<file path="src/rtl/vme_arb_pkg.sv">
// Shared constants for the VME slot-1 bus arbiter: signal polarities, FSM states, arbitration modes.
package vme_arb_pkg;

  localparam logic ACTIVE   = 1'b0;
  localparam logic INACTIVE = 1'b1;

  localparam logic ARB_PRI = 1'b0;
  localparam logic ARB_RRS = 1'b1;

  localparam int NUM_LEVELS = 4;
  localparam int CNT_W      = 8;

  typedef enum logic [1:0] {
    ARB_IDLE  = 2'd0,
    ARB_GRANT = 2'd1,
    ARB_BUSY  = 2'd2
  } arb_state_e;

endpackage

</file>
<file path="src/rtl/vme_sync.sv">
// Multi-stage synchronizer for asynchronous, active-low VME bus inputs; every stage resets to 1 (inactive).
module vme_sync #(
  parameter int WIDTH  = 1,
  parameter int STAGES = 2
) (
  input  logic             clock,
  input  logic             reset,
  input  logic [WIDTH-1:0] d_i,
  output logic [WIDTH-1:0] q_o
);

  logic [WIDTH-1:0] stage_q [STAGES];

  always_ff @(posedge clock or negedge reset) begin
    if (!reset) begin
      for (int i = 0; i < STAGES; i++) begin
        stage_q[i] <= '1;
      end
    end else begin
      stage_q[0] <= d_i;
      for (int i = 1; i < STAGES; i++) begin
        stage_q[i] <= stage_q[i-1];
      end
    end
  end

  assign q_o = stage_q[STAGES-1];

endmodule

</file>
<file path="src/rtl/vme_arbiter.sv">
// VME system-controller bus arbiter: PRI or RRS selection, grant watchdog, optional bus-clear.
// Optional feature macro: VME_ARB_BCLR_EN (drives vme_bclr on competing requests while the bus is busy).
module vme_arbiter
  import vme_arb_pkg::*;
#(
  parameter int SYNC_STAGES   = 2,
  parameter int GRANT_TIMEOUT = 64
) (
  input  logic       clock,
  input  logic       reset,
  input  logic       arb_mode,
  input  logic [3:0] vme_br,
  input  logic       vme_bbsy,
  output logic [3:0] vme_bgout,
  output logic       vme_bclr,
  output logic [1:0] arb_owner,
  output logic       arb_busy,
  output logic       arb_timeout
);

  logic [4:0]       sync_q;
  logic [3:0]       br_s;
  logic             bbsy_s;
  arb_state_e       state_q, state_d;
  logic [3:0]       bgout_q, bgout_d;
  logic [1:0]       owner_q, owner_d;
  logic [1:0]       ptr_q, ptr_d;
  logic [CNT_W-1:0] cnt_q, cnt_d;
  logic             tmo_q, tmo_d;
  logic [1:0]       winner;

  vme_sync #(
    .WIDTH (5),
    .STAGES(SYNC_STAGES)
  ) u_sync (
    .clock(clock),
    .reset(reset),
    .d_i  ({vme_bbsy, vme_br}),
    .q_o  (sync_q)
  );

  assign br_s   = sync_q[3:0];
  assign bbsy_s = sync_q[4];

  // req is active-high here; RRS searches downward from ptr-1, wrapping 0 -> 3.
  function automatic logic [1:0] select_winner(input logic [3:0] req, input logic mode,
                                               input logic [1:0] ptr);
    logic [1:0] win;
    logic [1:0] idx;
    logic       found;
    win   = 2'd0;
    idx   = 2'd0;
    found = 1'b0;
    if (mode == ARB_PRI) begin
      for (int i = 0; i < NUM_LEVELS; i++) begin
        if (req[i]) win = 2'(i);
      end
    end else begin
      for (int k = 1; k <= NUM_LEVELS; k++) begin
        idx = ptr - 2'(k);
        if (!found && req[idx]) begin
          win   = idx;
          found = 1'b1;
        end
      end
    end
    return win;
  endfunction

  assign winner = select_winner(~br_s, arb_mode, ptr_q);

  always_comb begin
    state_d = state_q;
    bgout_d = bgout_q;
    owner_d = owner_q;
    ptr_d   = ptr_q;
    cnt_d   = cnt_q;
    tmo_d   = 1'b0;
    unique case (state_q)
      ARB_IDLE: begin
        if (bbsy_s == INACTIVE && br_s != 4'hF) begin
          state_d = ARB_GRANT;
          bgout_d = ~(4'b0001 << winner);
          owner_d = winner;
          cnt_d   = '0;
          if (arb_mode == ARB_RRS) ptr_d = winner;
        end
      end
      ARB_GRANT: begin
        if (bbsy_s == ACTIVE) begin
          state_d = ARB_BUSY;
          bgout_d = 4'hF;
        end else if (cnt_q == CNT_W'(GRANT_TIMEOUT - 1)) begin
          state_d = ARB_IDLE;
          bgout_d = 4'hF;
          tmo_d   = 1'b1;
        end else begin
          cnt_d = cnt_q + CNT_W'(1);
        end
      end
      ARB_BUSY: begin
        if (bbsy_s == INACTIVE) state_d = ARB_IDLE;
      end
      default: begin
        state_d = ARB_IDLE;
        bgout_d = 4'hF;
      end
    endcase
  end

  // Grant lines come straight from flops so an async reset cannot glitch another level low.
  always_ff @(posedge clock or negedge reset) begin
    if (!reset) begin
      state_q <= ARB_IDLE;
      bgout_q <= 4'hF;
      owner_q <= 2'd0;
      ptr_q   <= 2'd3;
      cnt_q   <= '0;
      tmo_q   <= 1'b0;
    end else begin
      state_q <= state_d;
      bgout_q <= bgout_d;
      owner_q <= owner_d;
      ptr_q   <= ptr_d;
      cnt_q   <= cnt_d;
      tmo_q   <= tmo_d;
    end
  end

  assign vme_bgout   = bgout_q;
  assign arb_owner   = owner_q;
  assign arb_busy    = (state_q != ARB_IDLE);
  assign arb_timeout = tmo_q;

`ifdef VME_ARB_BCLR_EN
  logic       mode_q;
  logic       bclr_q, bclr_d;
  logic       competing;
  logic [3:0] req_act;

  // Competition is judged in the mode that issued the current tenure, latched while IDLE.
  always_comb begin
    req_act = ~br_s;
    if (mode_q == ARB_PRI) competing = |(req_act & (4'b1110 << owner_q));
    else                   competing = |(req_act & ~(4'b0001 << owner_q));
    bclr_d = INACTIVE;
    if (state_q == ARB_BUSY && bbsy_s == ACTIVE && (bclr_q == ACTIVE || competing)) begin
      bclr_d = ACTIVE;
    end
  end

  always_ff @(posedge clock or negedge reset) begin
    if (!reset) begin
      mode_q <= ARB_PRI;
      bclr_q <= INACTIVE;
    end else begin
      bclr_q <= bclr_d;
      if (state_q == ARB_IDLE) mode_q <= arb_mode;
    end
  end

  assign vme_bclr = bclr_q;
`else
  assign vme_bclr = INACTIVE;
`endif

endmodule

</file>
<file path="config.mk">
export PLATFORM = sky130hd
export DESIGN_NAME = vme_arbiter
export DESIGN_NICKNAME = d
export VERILOG_FILES = /design/src/rtl/vme_arb_pkg.sv /design/src/rtl/vme_sync.sv /design/src/rtl/vme_arbiter.sv
export SDC_FILE = /design/constraint.sdc
export NUM_CORES = 1
export LEC_CHECK = 0
export ABC_AREA = 1
export BUFFER_PORTS_ARGS = -buffer_cell sky130_fd_sc_hd__buf_2
export CORE_MARGIN = 3
export CORE_UTILIZATION = 40
export DETAILED_ROUTE_END_ITERATION = 10
export PLACE_DENSITY = 0.65
export SETUP_SLACK_MARGIN = 0.3
export SYNTH_ARGS = -nofsm -noshare
export SYNTH_HDL_FRONTEND = slang
export SYNTH_SLANG_ARGS = --single-unit
</file>
<file path="constraint.sdc">
create_clock -name clock -period 1.6 [get_ports clock]
set_input_delay 0.24 -clock clock [delete_from_list [all_inputs] [get_ports clock]]
set_output_delay 0.24 -clock clock [all_outputs]
set_load 0.1 [all_outputs]
</file>
== After elaboration in Yosys (flattened, before gate mapping) ==
Index checks and enable logic that the tools add are counted.

* Bits in registers: 29
* Input bits: 8
* Logic and storage cells: 82

* Eq/ne operators: 9
* $add $sub $neg: 4
* Shifts and indexed selects: 1
* $lt $le $gt $ge: 4
* Reduce and logical (&&, ||, !) cells: 15
* Bitwise gates (word level): 3
* Mux-type cells: 38

{| class="wikitable"
|+ Operators with widths
! kind !! count
|-
| two-way mux 8 bit || 3
|-
| two-way mux 2 bit || 11
|-
| one-hot mux 8 bit (2 select lines) || 1
|-
| two-way mux 1 bit || 14
|-
| less-than comparator 2 x 3 -> 1 bit, second input constant || 4
|-
| two-way mux 4 bit || 3
|-
| one-hot mux 4 bit (3 select lines) || 1
|-
| AND reduction 3 bit || 3
|-
| adder 8 x 1 -> 8 bit, second input constant || 1
|-
| binary-select mux 1 bit (select 2 bit) || 4
|-
| equality test 8 x 6 -> 1 bit, second input constant || 1
|-
| inverter 4 bit || 2
|-
| one-hot mux 2 bit (3 select lines) || 1
|-
| logical AND 1 bit || 4
|-
| inequality test 2 x 1 -> 1 bit, second input constant || 2
|-
| inequality test 2 bit, second input constant || 2
|-
| inequality test 4 bit, second input constant || 1
|-
| AND reduction 4 bit || 1
|-
| nonzero test 2 bit || 2
|-
| left shift 1 x 2 -> 4 bit, first input constant || 1
|-
| subtractor 2 bit, second input constant || 2
|-
| zero test 1 bit || 3
|-
| inequality test 3 bit, second input constant || 1
|-
| equality test 2 x 1 -> 1 bit, second input constant || 1
|-
| other kinds (5) || 5
|}

== Logic depth before layout (Yosys ltp) ==
* Depth after elaboration: 21
* Mapped depth: 13

== Cells and area by module ==
A second synthesis with hierarchy kept.

* Cell total of the unflattened synthesis: 189
* Area, all modules: 1515.2 um^2

{| class="wikitable"
|+ Modules (own cells, without submodules)
! module !! times used !! sequential area each (um^2) !! cells an instance !! area each (um^2)
|-
| vme_arbiter || 1 || 483.0 || 174 || 1214.9
|-
| vme_sync || 1 || 262.8 || 15 || 300.3
|}

== Worst setup path before layout ==
Ideal clock, no wire load.

* Kind: register -> register
* Start point: register ptr_q[0]
* End point: register bgout_q[1] (netlist: vme_bgout[1])
* Library setup time: 0.077 ns
* Slack: 0.101 ns
* Period minus slack after synthesis: 1.499 ns
* Data arrival time: 1.422 ns
* Stages on the path, launching flop included: 13
* Path through: dfstp_2 > buf_6 > nand2_1 > nand2_2 > nand2_1 > nand2_2 > nand3_2 > nor2_1 > nor2_1 > nand2_2 > nand3_2 > nor2_1 > nor2_1

* Longest elaborated chain between the ends: 21
* Elaborated cells on any way between the ends: 32

{| class="wikitable"
|+ Ends and longest elaborated chain
! item !! RTL line !! text
|-
| start, declared || vme_arbiter.sv:27 || <nowiki>logic [1:0] ptr_q, ptr_d;</nowiki>
|-
| start signal, assigned || vme_arbiter.sv:124 || <nowiki>ptr_q <= ptr_d;</nowiki>
|-
| subtractor 2 x 1 -> 2 bit || vme_arbiter.sv:60 || <nowiki>idx = ptr - 2'(k);</nowiki>
|-
| binary-select mux 1 bit (select 2 bit) || vme_arbiter.sv:61 || <nowiki>if (!found && req[idx]) begin</nowiki>
|-
| two-way mux 1 bit (not written as such) || vme_arbiter.sv:61 ||
|-
| two-way mux 1 bit || vme_arbiter.sv:61 ||
|-
| two-way mux 1 bit || vme_arbiter.sv:54 || <nowiki>if (mode == ARB_PRI) begin</nowiki>
|-
| zero test 1 bit || vme_arbiter.sv:61 ||
|-
| logical AND 1 bit || vme_arbiter.sv:61 ||
|-
| two-way mux 1 bit || vme_arbiter.sv:61 ||
|-
| (+5 left out) || n/a ||
|-
| zero test 1 bit || vme_arbiter.sv:61 ||
|-
| logical AND 1 bit || vme_arbiter.sv:61 ||
|-
| two-way mux 2 bit (*) || vme_arbiter.sv:61 ||
|-
| two-way mux 2 bit (*) || vme_arbiter.sv:54 ||
|-
| left shift 1 x 2 -> 4 bit (*) || vme_arbiter.sv:83 || <nowiki>bgout_d = ~(4'b0001 << winner);</nowiki>
|-
| inverter 4 bit (*) || vme_arbiter.sv:83 ||
|-
| two-way mux 4 bit (*) || vme_arbiter.sv:81 || <nowiki>if (bbsy_s == INACTIVE && br_s != 4'hF) begin</nowiki>
|-
| one-hot mux 4 bit (3 select lines) (*) || vme_arbiter.sv:79 || <nowiki>unique case (state_q)</nowiki>
|-
| end signal, assigned || vme_arbiter.sv:122 || <nowiki>bgout_q <= bgout_d;</nowiki>
|-
| end, declared || vme_arbiter.sv:25 || <nowiki>logic [3:0] bgout_q, bgout_d;</nowiki>
|}

Mark *: on every way between the ends. The rest lies on a longest branch, timed or not. The select of a mux whose other input is x is not followed.
A chain may end at the register's enable or synchronous reset.

== Worst setup path after layout ==
* Start point: register ptr_q[1]
* End point: register bgout_q[1] (netlist: vme_bgout[1])

The elaborated chain is that of the path after synthesis.

==> flow_summary.toml <==
[floorplan]
fp.dieH_um = 68.68
ios = 17
rows = 22
die_w_um = 68.68
start_util_pct = 42.29
core_area_um2 = 3716
die_area_um2 = 4717

[worst_setup_path]
required_ns = 1.81
cp-start-kind = "flop"
worstSetupPathType = "flop to flop"
rr_endpoint = "vme_bgout[1]"
cp-end-kind = "flop"
r2r-start = "ptr_q[1]"
r2r_setup_slack_ns = -0.07
rr_worst_depth = 11
crit_fanout = 6
critical_path_arrival_ns = 1.88

[worst_hold_path]
min_to = "u_sync.stage_q[6]"
hold_class = "input pin to flop"
min_path_cells = 1
min_from = "vme_br[1]"

[placement]
port_buffers = 15
post_dp_cell_area_um2 = 1813
place.gp.congestion = 0.8107
hpwl_mm = 2.331

[sta]
report.final.slew_viol_count = 0
period_share_pct = 104.2
hold_violations = 0
rsz0062_at_grt = "true"
period_minus_slack_ns = 1.667
fmax_mhz = 599.8
relSlewSlack_pct = 58.97
worst_slack_ns = -0.06710
fin_skew_ns = 0.007016
finalSetupViolCount = 12
worst_pin_slew_ns = 0.6155
finalSetupTns_ns = -0.4254

[power_and_ir_drop]
power.share.clock_pct = 13.9
combPwrFrac_pct = 61.6
switching_share_pct = 48.46
vdd_drop_max_mv = 0.7405
power_density_nw_per_um2 = 1997
p_int_mw = 2.254
p_leak_nw = 1.057
seq_power_share_pct = 24.5
power_switching_mw = 2.119

[global_route]
grt_pass1_wl_mm = 5.513
antenna_found_initial = 0
grt_max_degree = 30
grt_pass1_vias = 1308
grt_usage_pct = 15.99
grt.overflow.total = 0

[drt]
ant_nets = 0
drc = 0
routed_via_density = 4.715
post_drt_wl_per_cell_um = 12.03
drt_iter0_drc = 59
wirelength_mm = 3.464
firstDrtPassIters = 4
vias = 1358

[yosys]
yosys_register_bits = 29
synth-seq-area-share_pct = 47.45
synth-warning-count = 0
synth-edff-count = 0
syn_inst = 198
synth.distinct_cells = 27
async_reset_ff_share_pct = 100.0
synth.avg_cell_area_um2 = 7.937
synth_area_um2 = 1572
synth_ff_type = "dfstp_2"
synth_nets = 207

[clock_tree]
cts_sinks = 29
htree_levels = 2
clock_latency_ns = 0.28
cts_tree = "yes"
numCtsBuffers = 5
clk_pin_slew_ns = 0.06
clock_path_buffers = 2
root_buffer = "clkbuf_8"

[run_status]
violations = "negative setup slack"
status = "finished with violations"

[layout]
area_growth_syn_to_layout_pct = 39.33
stdcell_area_um2 = 2190
drive_above_1_share_pct = 52.50
nets = 248
antenna_cells = 0
fill_cells = 355

[run]
cap_violations = 0
## registers in the layout, summed over array words and instances (netlist names)
register / count
arb_timeout: 1
arb_owner: 2
u_sync.stage_q: 5
u_sync.q_o: 5
vme_bgout: 4
cnt_q: 8
state_q: 2
ptr_q: 2
## kinds of logic (layout without fill, tap and decap cells)
family,after synthesis,after routing,synth area share (%)
fa+ha+maj,1,1,0.7961
compound gates,18,18,6.210
other cells,1,1,0.2386
flops,29,29,47.45
simple gates,124,124,37.66
xor+xnor,3,3,1.672
buf+inv,22,64,5.971
## synth_stat cells (3+ instances only)
cell	count	area, um2
o21ai_0	6	30.03
dfstp_2	16	420.4
nand3_1	14	70.07
nand4_1	4	25.02
a21oi_1	5	25.02
inv_2	5	18.77
nor2_2	3	18.77
nor2_1	20	75.07
dfrtp_1	13	325.3
nand2_1	59	221.5
nand2_2	12	75.07
o21ai_1	4	20.02
nand3_2	6	60.06
o31ai_1	3	22.52
inv_1	15	56.30
## routing by layer
layer,GRT usage [%],vias up,wire (um)
met5,0,-,0
met1,18.96,627,1515
met2,26.34,17,1798
met3,5.348,4,101
met4,6.700,0,48
li1,-,710,-
## layout make-up
| class | count | area (um2) | share of cell area (%) |
|---|---|---|---|
| clock buffer | 8 | 90.09 | 4.114 |
| inverter | 20 | 82.58 | 3.771 |
| multi-input combinational | 147 | 892.1 | 40.74 |
| sequential | 29 | 745.7 | 34.06 |
| tap | 48 | 60.06 | 2.743 |
| timing repair buffer | 36 | 319.1 | 14.57 |
## per-stage QoR
stage,total power [mW],instances,setup WS [ns],hold slack (ns),util [%]
after floorplan,2.648,198,0.1179,-0.05559,-
after global placement,3.224,272,-0.03623,0.2948,48.79
after detailed placement,3.238,272,-0.04524,0.2959,48.79
after CTS,4.060,284,-0.05025,0.04754,54.18
after global routing,4.686,288,-0.2131,0.04037,58.92
final,4.373,288,-0.06710,0.05475,58.92
## power groups by stage
| stage | Clock, mW | Combinational [mW] | Sequential (mW) |
|---|---|---|---|
| 6_report | 0.608 | 2.69 | 1.07 |
| 4_1_cts | 0.622 | 2.38 | 1.06 |
| 5_1_grt | 0.662 | 2.93 | 1.10 |
| 3_3_place_gp | 0 | 2.16 | 1.06 |
| 3_5_place_dp | 0 | 2.18 | 1.06 |
| 2_1_floorplan | 0 | 1.18 | 1.47 |
## timing repair
action	CTS	global route
endpoints found under the setup margin	25	23
pin swaps	1	9
endpoints found under the hold margin	10	0
gates resized for setup	29	42
buffers inserted	3	4
hold buffers	1	0
## worst max-delay path by stage
stage | startpoint | to | slack, ns | cells after the start
6_report | ptr_q[1] | vme_bgout[1] | -0.07 | 11
5_1_grt | ptr_q[1] | vme_bgout[3] | -0.21 | 11
4_1_cts | ptr_q[0] | vme_bgout[3] | -0.05 | 12
3_5_place_dp | ptr_q[0] | vme_bgout[3] | -0.05 | 10
3_3_place_gp | ptr_q[0] | vme_bgout[1] | -0.04 | 10
2_1_floorplan | ptr_q[0] | vme_bgout[1] | 0.12 | 12
## layout by cell type (no fill, tap or decap), drive strengths merged
cell type / instances
nor2: 24
nor4: 1
nand4: 4
xor2: 2
o31ai: 3
dlygate4sd3: 1
dfstp: 16
nand3: 20
ha: 1
o21ai: 10
inv: 20
a21oi: 5
nand2: 72
nor3: 1
xnor2: 1
buf: 35
conb: 1
clkbuf: 8
dfrtp: 13
or2: 2
## critical path: stages (launching register included)
cell,delay [ns]
dfstp_2,0.61
inv_4,0.07
nand2_2,0.07
nand2_2,0.09
nand2_2,0.09
nand2_2,0.06
nor2_4,0.09
nand4_1,0.13
nand3_1,0.14
nand3_2,0.09
nor2_1,0.10
nor2_1,0.04
Note: power is estimated with default switching activity, not from simulation.
